**src/rtl/fetch_stage_p.sv**
```systemverilog
// RV32I instruction-fetch stage: PC register with next-PC selection, a pending
// redirect register for redirects that arrive while fetch is stalled, and the IF/ID register.
module fetch_stage_p #(
    parameter int unsigned    W           = 32,
    parameter logic [W-1:0]   RESET_PC    = '0,
    parameter logic [W-1:0]   NOP         = 'h13,
    parameter bit             ALIGN_CHECK = 1'b1
) (
    input  logic         clk,
    input  logic         rst,
    input  logic [1:0]   PCsrc,
    input  logic [W-1:0] PCE,
    input  logic [W-1:0] ImmExtE,
    input  logic [W-1:0] ALUResultE,
    input  logic         StallF,
    input  logic         StallD,
    input  logic         FlushD,
    input  logic         ImemReady,
    input  logic [W-1:0] InstrF,
    output logic [W-1:0] PCF,
    output logic [W-1:0] InstrD,
    output logic [W-1:0] PCD,
    output logic [W-1:0] PCPlus4D,
    output logic         ValidD,
    output logic         MisalignF,
    output logic [W-1:0] FetchCount
);

    typedef enum logic [1:0] {
        PC_SEQ    = 2'b00,
        PC_BRANCH = 2'b01,
        PC_RSVD   = 2'b10,
        PC_JALR   = 2'b11
    } pcsrc_e;

    localparam logic [W-1:0] FOUR       = W'(4);
    localparam logic [W-1:0] ONE        = W'(1);
    localparam logic [W-1:0] ALIGN_MASK = ~W'(3);

    logic [W-1:0] r_pcf;
    logic         r_pend_valid;
    logic [W-1:0] r_pend_pc;
    logic [W-1:0] r_instr_d;
    logic [W-1:0] r_pcd;
    logic [W-1:0] r_pcplus4_d;
    logic         r_valid_d;
    logic         r_misalign;
    logic [W-1:0] r_fetch_count;

    logic         w_redirect;
    logic [W-1:0] w_target;
    logic         w_stall_int;
    logic         w_fire;
    logic [W-1:0] w_pc_plus4;

    // PC_RSVD falls through to sequential fetch.
    always_comb begin
        w_redirect = 1'b0;
        w_target   = PCE + ImmExtE;
        case (pcsrc_e'(PCsrc))
            PC_BRANCH: begin
                w_redirect = 1'b1;
                w_target   = PCE + ImmExtE;
            end
            PC_JALR: begin
                w_redirect = 1'b1;
                w_target   = ALUResultE & ~ONE;
            end
            default: begin
                w_redirect = 1'b0;
                w_target   = PCE + ImmExtE;
            end
        endcase
    end

    assign w_stall_int = StallF | ~ImemReady;
    // The word at PCF is wrong-path whenever a redirect is live or still pending.
    assign w_fire      = ~w_stall_int & ~w_redirect & ~r_pend_valid;
    assign w_pc_plus4  = r_pcf + FOUR;

    // NOTE: all state below uses non-blocking assignments so every register samples pre-edge values.
    always_ff @(posedge clk) begin
        if (!rst) begin
            r_pcf        <= RESET_PC;
            r_pend_valid <= 1'b0;
            r_pend_pc    <= '0;
            r_misalign   <= 1'b0;
        end else begin
            r_misalign <= ALIGN_CHECK && w_redirect && (w_target[1:0] != 2'b00);
            if (w_stall_int) begin
                if (w_redirect) begin
                    r_pend_pc    <= w_target;
                    r_pend_valid <= 1'b1;
                end
            end else if (w_redirect) begin
                r_pcf        <= w_target & ALIGN_MASK;
                r_pend_valid <= 1'b0;
            end else if (r_pend_valid) begin
                r_pcf        <= r_pend_pc & ALIGN_MASK;
                r_pend_valid <= 1'b0;
            end else begin
                r_pcf <= w_pc_plus4;
            end
        end
    end

    // IF/ID register: flush beats stall, stall beats capture, anything else is a bubble.
    always_ff @(posedge clk) begin
        if (!rst) begin
            r_instr_d     <= NOP;
            r_pcd         <= '0;
            r_pcplus4_d   <= '0;
            r_valid_d     <= 1'b0;
            r_fetch_count <= '0;
        end else if (FlushD) begin
            r_instr_d   <= NOP;
            r_pcd       <= '0;
            r_pcplus4_d <= '0;
            r_valid_d   <= 1'b0;
        end else if (StallD) begin
            r_instr_d   <= r_instr_d;
            r_pcd       <= r_pcd;
            r_pcplus4_d <= r_pcplus4_d;
            r_valid_d   <= r_valid_d;
        end else if (w_fire) begin
            r_instr_d     <= InstrF;
            r_pcd         <= r_pcf;
            r_pcplus4_d   <= w_pc_plus4;
            r_valid_d     <= 1'b1;
            r_fetch_count <= r_fetch_count + ONE;
        end else begin
            r_instr_d   <= NOP;
            r_pcd       <= '0;
            r_pcplus4_d <= '0;
            r_valid_d   <= 1'b0;
        end
    end

    assign PCF        = r_pcf;
    assign InstrD     = r_instr_d;
    assign PCD        = r_pcd;
    assign PCPlus4D   = r_pcplus4_d;
    assign ValidD     = r_valid_d;
    assign MisalignF  = r_misalign;
    assign FetchCount = r_fetch_count;

endmodule

```
**config.mk**
```make
export PLATFORM = sky130hd
export DESIGN_NAME = fetch_stage_p
export DESIGN_NICKNAME = d
export VERILOG_FILES = /design/src/rtl/fetch_stage_p.sv
export SDC_FILE = /design/constraint.sdc
export NUM_CORES = 1
export LEC_CHECK = 0
export BUFFER_PORTS_ARGS = -buffer_cell sky130_fd_sc_hd__buf_2
export CAP_MARGIN = 20
export CORE_MARGIN = 5
export CORE_UTILIZATION = 35
export DETAILED_ROUTE_END_ITERATION = 10
export PLACE_DENSITY = 0.7
export SYNTH_ARGS = -nofsm -noshare
export SYNTH_HDL_FRONTEND = slang
export SYNTH_SLANG_ARGS = --single-unit
```
**constraint.sdc**
```tcl
create_clock -name clk -period 3.79 [get_ports clk]
set_input_delay 0.5685 -clock clk [delete_from_list [all_inputs] [get_ports clk]]
set_output_delay 0.5685 -clock clk [all_outputs]
set_load 0.05 [all_outputs]
```
==> impl_metrics.yaml, run 1 <==
status:
  status: "finished, final reports clean"
synthesis:
  yosys_warnings: 0
  synth-edff-count: 0
  synth_top_flop_cell: "dfxtp_1"
  syn_area_mm2: 0.00975
  synth_cell_types: 69
  synth_cells: 1169
  seq_area_frac_synth_pct: 38.4
  async_flop_share_pct: 0
  syn_avg_cell_area_um2: 8.34
  ys_ff_latch: 187
worst_setup_path:
  crit_end: "PCF[28]$_SDFFE_PN0P_"
  crit_buf_inv: 1
  worst_ep_required_time_ns: 4.12
  crit_path_cell_trace: "buf_2, ha_1, fa_1, a21o_1, a31oi_1, nor4b_1, nor2_1, a211oi_1, or3_1, a31o_2, a221o_1"
  cp_slowest_stage_delay_ns: 0.42
  r2r_slack_ns: 0.91
  arrival_ns: 3.24
  crit_type: "in -> reg"
  critPathSlowestCell: "fa_1"
  critPathMaxFanout: 3
  worst-path-stages: 11
  critPathCaptureType: "register"
  crit_path_start: "PCE[0]"
  cp-start-kind: "input pin"
  path_delay_family: "compound AO/OA/AOI/OAI gates"
  reg2reg_from: "PCF[8]$_SDFFE_PN0P_"
  r2r_end: "PCF[28]$_SDFFE_PN0P_"
  reg2reg_depth: 8
finish:
  finalInstanceArea_mm2: 0.0121
  fin_util_pct: 43.9
  drive_gt1_share_pct: 25.3
  n_antenna_cell: 0
  nets: 1592
  syn_to_final_growth_pct: 24.2
  fill_cells: 2775
  fin_cells: 1812
clocking:
  postCtsHoldBufs: 0
  htreeDepth: 4
  worstSkewPairLatency_ns: 0.43
  cts_tree: "done"
  cts_root_buf: "clkbuf_16"
  clock-sinks: 187
  path_clk_slew_ns: 0.08
  postCtsResizedCells: 0
  cts_made_buffers: 17
  post_cts_buffers: 0
  clock_path_buffers: 2
placement:
  postPlaceCellArea_mm2: 0.0115
  dpl_worst_slack_ns: 0.437
  port_buffers: 290
  place_inst: 1781
  place_congestion: 0.903
  dpl.hpwl_um: 25300
floorplan:
  dieWidth_um: 177
  fp.dieArea_mm2: 0.0313
  rows: 61
  die_h_um: 177
  initial_utilization_pct: 35.3
  io_pins: 298
  coreArea_mm2: 0.0276
timing:
  rsz0062_at_grt: "false"
  max_slew_margin_pct: 25.4
  timing.final.ws_setup_ns: 0.877
  max_freq_mhz: 343
  setup_viol: 0
  min_period_ns: 2.91
  tightest_slew_ns: 1.12
  holdWs_ns: 0.367
  fin_crit_sh_pct: 76.9
  skew_ns: 0.0139
  finalSetupTns_ns: 0
  final-hold-violation-count: 0
  slew_viol_final: 0
global_route:
  antenna_found_initial: 3
  grt_pass1_vias: 8996
  grt_pass1_wl_um: 50800
  grt.total_usage_pct: 20.2
  grt_max_degree: 90
  overflow: 0
drt:
  wl_per_cell_um: 18.2
  ant_nets: 0
  routed_via_density: 5.35
  m1WireLength_um: 15000
  drc: 0
  firstDrtPassIters: 5
  drtIter0Drc: 659
  wl_met2_um: 14700
  met3RoutedLength_um: 2500
  highest_layer: "met5"
  wl_um: 33000
  vias: 9700
job:
  drv_cap: 0
power:
  max-vdd-ir-drop_mv: 0.241
  p_per_area_mw_per_mm2: 396
  p_leak_nw: 5.27
  finalPower_mw: 4.79
worst_hold_path:
  hold_path.class: "in -> reg"
## state kept, by name, indices dropped and copies added, names as in the netlist
register and count:
InstrD 32, r_pend_pc 30, PCF 30, r_pend_valid 1, PCPlus4D 30, MisalignF 1, PCD 30, FetchCount 32
ValidD 1
## layout make-up
class                   count  area (um2)  area share (%)
multi-input cells         892        5650            46.6
flip-flops and latches    187        3740            30.9
repair buffers            308        1590            13.1
well taps                 378         473            3.90
clock buffers              21         470            3.88
clock inverters            10         129            1.06
inverters                  16        60.1           0.496
## tightest hold or removal path: cells and delay by family
family / cells / cell delay, ns
buffers and inverters: 1 / 0.07
AOI/OAI and AO/OA: 1 / 0.05
and+or+nand+nor: 1 / 0.07
## routing by layer
layer,vias to the layer above,global-route usage (%)
met4,6,6.25
met1,4528,28.1
met3,49,3.50
li1,4720,-
met5,-,0
met2,397,32.1
## worst min path at each step
stage | startpoint | to | slack, ns | cells after the start
after detailed placement | r_pend_pc[5]$_SDFFE_PN0P_ | r_pend_pc[5]$_SDFFE_PN0P_ | 0.45 | 2
after global placement | r_pend_pc[21]$_SDFFE_PN0P_ | r_pend_pc[21]$_SDFFE_PN0P_ | 0.44 | 2
after CTS | InstrF[27] | InstrD[27]$_SDFFE_PP0N_ | 0.35 | 3
final | InstrF[29] | InstrD[29]$_SDFFE_PP0N_ | 0.37 | 3
after global routing | InstrF[0] | InstrD[0]$_SDFFE_PP1N_ | 0.37 | 3
after floorplan | r_pend_pc[21]$_SDFFE_PN0P_ | r_pend_pc[21]$_SDFFE_PN0P_ | 0.43 | 2
## cells by family after synthesis
group,after synthesis,synth area share [%]
and+or+nand+nor,407,19.6
AOI/OAI and AO/OA,337,23.3
xor gates and xnor gates,76,6.83
adders and majority gates,34,4.44
buffers and inverters,95,4.04
DFF,187,38.4
muxes,32,3.35
other,1,0.0385
## where the power goes
part | leakage (nW) | total, mW | internal (mW) | switching [mW]
combinational | 3.46 | 0.870 | 0.309 | 0.561
sequential | 1.52 | 2.07 | 2.02 | 0.0534
clock | 0.297 | 1.85 | 1.04 | 0.815
## cells in the mapped netlist (14+ instances only)
master	number	area share, %
o211ai_1	19	1.5
nor2_1	181	7.0
mux2i_1	27	2.8
a21oi_1	73	3.7
a22oi_1	89	6.9
nand2_1	82	3.2
nand4_1	17	1.1
inv_1	14	0.54
a211oi_1	16	1.2
clkbuf_1	64	2.5
a21o_1	16	1.2
nand3_1	29	1.5
o21ai_0	55	2.8
ha_1	33	4.2
dfxtp_1	187	38
xor2_1	33	3.0
and3_1	19	1.2
xnor2_1	43	3.9
nor3_1	18	0.92
## layout by cell type (no fill, tap or decap), types with 7 or more instances in the layout
master,count
buf_2,289
dfxtp_1,187
nor2_1,179
a22oi_1,89
nand2_1,82
a21oi_1,73
o21ai_0,55
xnor2_1,43
xor2_1,33
ha_1,33
nand3_1,29
mux2i_1,27
and3_1,19
o211ai_1,19
buf_4,19
nor3_1,18
nand4_1,17
clkbuf_16,17
a21o_1,16
a211oi_1,16
inv_1,14
or3_1,12
nand2b_1,11
and2_1,11
o221ai_1,7
No activity file was read; power rests on OpenSTA's default activity.
==> run 2: changes to the inputs <==
--- a/config.mk
+++ b/config.mk
@@ -5,12 +5,13 @@
 export SDC_FILE = /design/constraint.sdc
 export NUM_CORES = 1
 export LEC_CHECK = 0
+export ABC_AREA = 1
 export BUFFER_PORTS_ARGS = -buffer_cell sky130_fd_sc_hd__buf_2
 export CAP_MARGIN = 20
 export CORE_MARGIN = 5
 export CORE_UTILIZATION = 35
 export DETAILED_ROUTE_END_ITERATION = 10
-export PLACE_DENSITY = 0.7
+export PLACE_DENSITY = 0.69
 export SYNTH_ARGS = -nofsm -noshare
 export SYNTH_HDL_FRONTEND = slang
 export SYNTH_SLANG_ARGS = --single-unit
==> constraint.sdc (replaced) <==
create_clock -name clk -period 2.7 [get_ports clk]
set_input_delay 0.405 -clock clk [delete_from_list [all_inputs] [get_ports clk]]
set_output_delay 0.405 -clock clk [all_outputs]
set_load 0.05 [all_outputs]
==> run 2 against run 1 <==
Sequential share of layout area down 3.0 points. Register-to-register slack got worse by 0.44 ns. Largest power group unchanged. Largest cell class unchanged. Final cell count rose by 35%. Die area is 12% higher. Critical path type is now reg -> reg. Total power rose by 38%. Synthesized area increased by 13%. Worst setup slack worse by 0.40 ns.
==> impl_metrics.yaml, run 2 <==
synthesis:
  synth_cells: 1765
  syn_area_mm2: 0.0110
  yosys_warnings: 0
  synth_area_leaders: "dfxtp_1, nand2_1, a21oi_1"
  synth-edff-count: 0
  seq_area_frac_synth_pct: 34.0
  synth.most_common_cell: "nand2_1"
  synth_cell_types: 47
  async_flop_share_pct: 0
  synth_top_area_share_pct: 34.0
  yosysTopAreaCell: "dfxtp_1"
  ys_ff_latch: 187
  syn_avg_cell_area_um2: 6.23
  synth_top_flop_cell: "dfxtp_1"
  yosys-top-cells-count: "nand2_1, inv_1, dfxtp_1, a21oi_1, nor2_1"
timing:
  skew_ns: 0.00856
  finalSetupTns_ns: 0
  max_slew_margin_pct: 38.9
  min_period_ns: 2.23
  slew_viol_final: 0
  final-hold-violation-count: 0
  tightest_slew_ns: 0.917
  fin_crit_sh_pct: 82.4
  rsz0062_at_grt: "false"
  max_freq_mhz: 449
  setup_viol: 0
finish:
  nets: 2202
  syn_to_final_growth_pct: 22.0
  finalInstanceArea_mm2: 0.0134
  final_common_cell: "nand2_1"
  fin_util_pct: 42.9
  fin_cells: 2448
  mostFrequentLayoutCells: "nand2_1, buf_2, inv_1, dfxtp_1, a21oi_1"
  drive_gt1_share_pct: 17.7
power:
  switching_share_pct: 32.2
  internal_power_mw: 4.47
  p_per_area_mw_per_mm2: 491
  switchingPower_mw: 2.12
  pwr-share-seq_pct: 44.1
  clkPwrFrac_pct: 36.6
  max-vdd-ir-drop_mv: 0.398
  finalPower_mw: 6.59
  p_leak_nw: 6.66
  power_frac_comb_pct: 19.3
floorplan:
  dieWidth_um: 187
  coreArea_mm2: 0.0313
  io_pins: 298
  die_h_um: 187
  rows: 65
  fp.dieArea_mm2: 0.0351
  initial_utilization_pct: 35.1
clocking:
  clock-sinks: 187
  postCtsHoldBufs: 0
  postCtsResizedCells: 0
  cts_tree: "done"
  worstSkewPairLatency_ns: 0.44
  cts_made_buffers: 17
  clock_path_buffers: 2
  htreeDepth: 4
  post_cts_buffers: 0
  cts_root_buf: "clkbuf_16"
  path_clk_slew_ns: 0.07
drt:
  ant_nets: 0
  drc: 0
  vias: 11900
  routed_via_density: 4.86
  firstDrtPassIters: 6
  wl_per_cell_um: 14.9
  wl_um: 36600
  drtIter0Drc: 828
placement:
  postPlaceCellArea_mm2: 0.0129
  place_congestion: 0.921
  dpl.hpwl_um: 28700
  place_inst: 2415
  port_buffers: 290
global_route:
  grt_pass1_vias: 11100
  grt.total_usage_pct: 19.9
  overflow: 0
  antenna_found_initial: 1
  grt_max_degree: 91
  grt_pass1_wl_um: 57200
worst_setup_path:
  r2r_slack_ns: 0.47
  arrival_ns: 2.61
  critPathCaptureType: "register"
  crit_type: "reg -> reg"
  critPathMostFrequentCell: "nand2_1"
  critPathMaxFanout: 5
  critPathSlowestCell: "dfxtp_1"
  cp-start-kind: "register"
  crit_path_cell_trace: "inv_1, nor3_1, nand2_1, nor3_1, xor2_1, nand2_1, a21oi_1, nand2_1, nand2_1"
  crit_path_start: "PCF[10]$_SDFFE_PN0P_"
  reg2reg_from: "PCF[10]$_SDFFE_PN0P_"
  cp_slowest_stage_delay_ns: 0.49
  worst_ep_required_time_ns: 3.09
worst_hold_path:
  hold_path.class: "in -> reg"
  hold_start: "InstrF[0]"
status:
  status: "finished, final reports clean"
job:
  drv_cap: 0
run 2: final timing paths:
check,to,cells past startpoint
min,InstrD[0]$_SDFFE_PP1N_,3
max,PCF[14]$_SDFFE_PN0P_,9
max reg2reg,PCF[14]$_SDFFE_PN0P_,9
min reg2reg,PCD[17]$_SDFFE_PP0N_,2
run 2: power groups by stage:
stage / clock network [mW] / logic, mW / registers [mW]
4_1_cts: 2.45 / 1.28 / 2.91
5_1_grt: 2.58 / 1.43 / 2.92
6_report: 2.41 / 1.27 / 2.91
3_3_place_gp: 0 / 1.26 / 2.97
3_5_place_dp: 0 / 1.28 / 2.97
2_1_floorplan: 0 / 0.763 / 3.06
run 2: per-stage QoR:
| stage | hold slack (ns) | setup WS (ns) |
|---|---|---|
| finish | 0.176 | 0.475 |
| global route | 0.193 | 0.275 |
| CTS | 0.163 | 0.558 |
| detailed placement | 0.452 | 0.176 |
| global placement | 0.441 | 0.182 |
| floorplan | 0.468 | 0.484 |
run 2: area by class of cell:
cell class                      count  area (um2)
Clock inverter                     14         113
Multi-Input combinational cell   1309        6210
Clock buffer                       18         439
Inverter                          205         771
Fill cell                        3342       17900
Antenna cell                        1        2.50
Tap cell                          402         503
Sequential cell                   187        3740
Timing Repair Buffer              312        1640
run 2: logic make-up after synthesis:
family / count (synthesis) / share of synthesized area, %
compound gates: 255 / 12.3
xor+xnor: 44 / 3.50
fa+ha+maj: 34 / 3.94
buf+inv: 274 / 9.73
flops: 187 / 34.0
mux: 3 / 0.273
other cells: 1 / 0.0341
simple gates: 967 / 36.2
run 2: metal layers:
metal	wire [um]	vias up	GRT usage [%]
li1	-	6121	-
met1	15700	5378	24.4
met2	18100	342	35.8
met3	1920	52	3.64
met4	777	2	5.29
met5	11	-	0
run 2: worst max-delay path, delay by kind of cell, from the launching register on:
kind | cells | cell delay [ns]
AO/OA/AOI/OAI | 1 | 0.16
XOR/XNOR | 1 | 0.30
buffers and inverters | 1 | 0.10
flip-flops | 1 | 0.49
AND/OR/NAND/NOR | 6 | 1.12
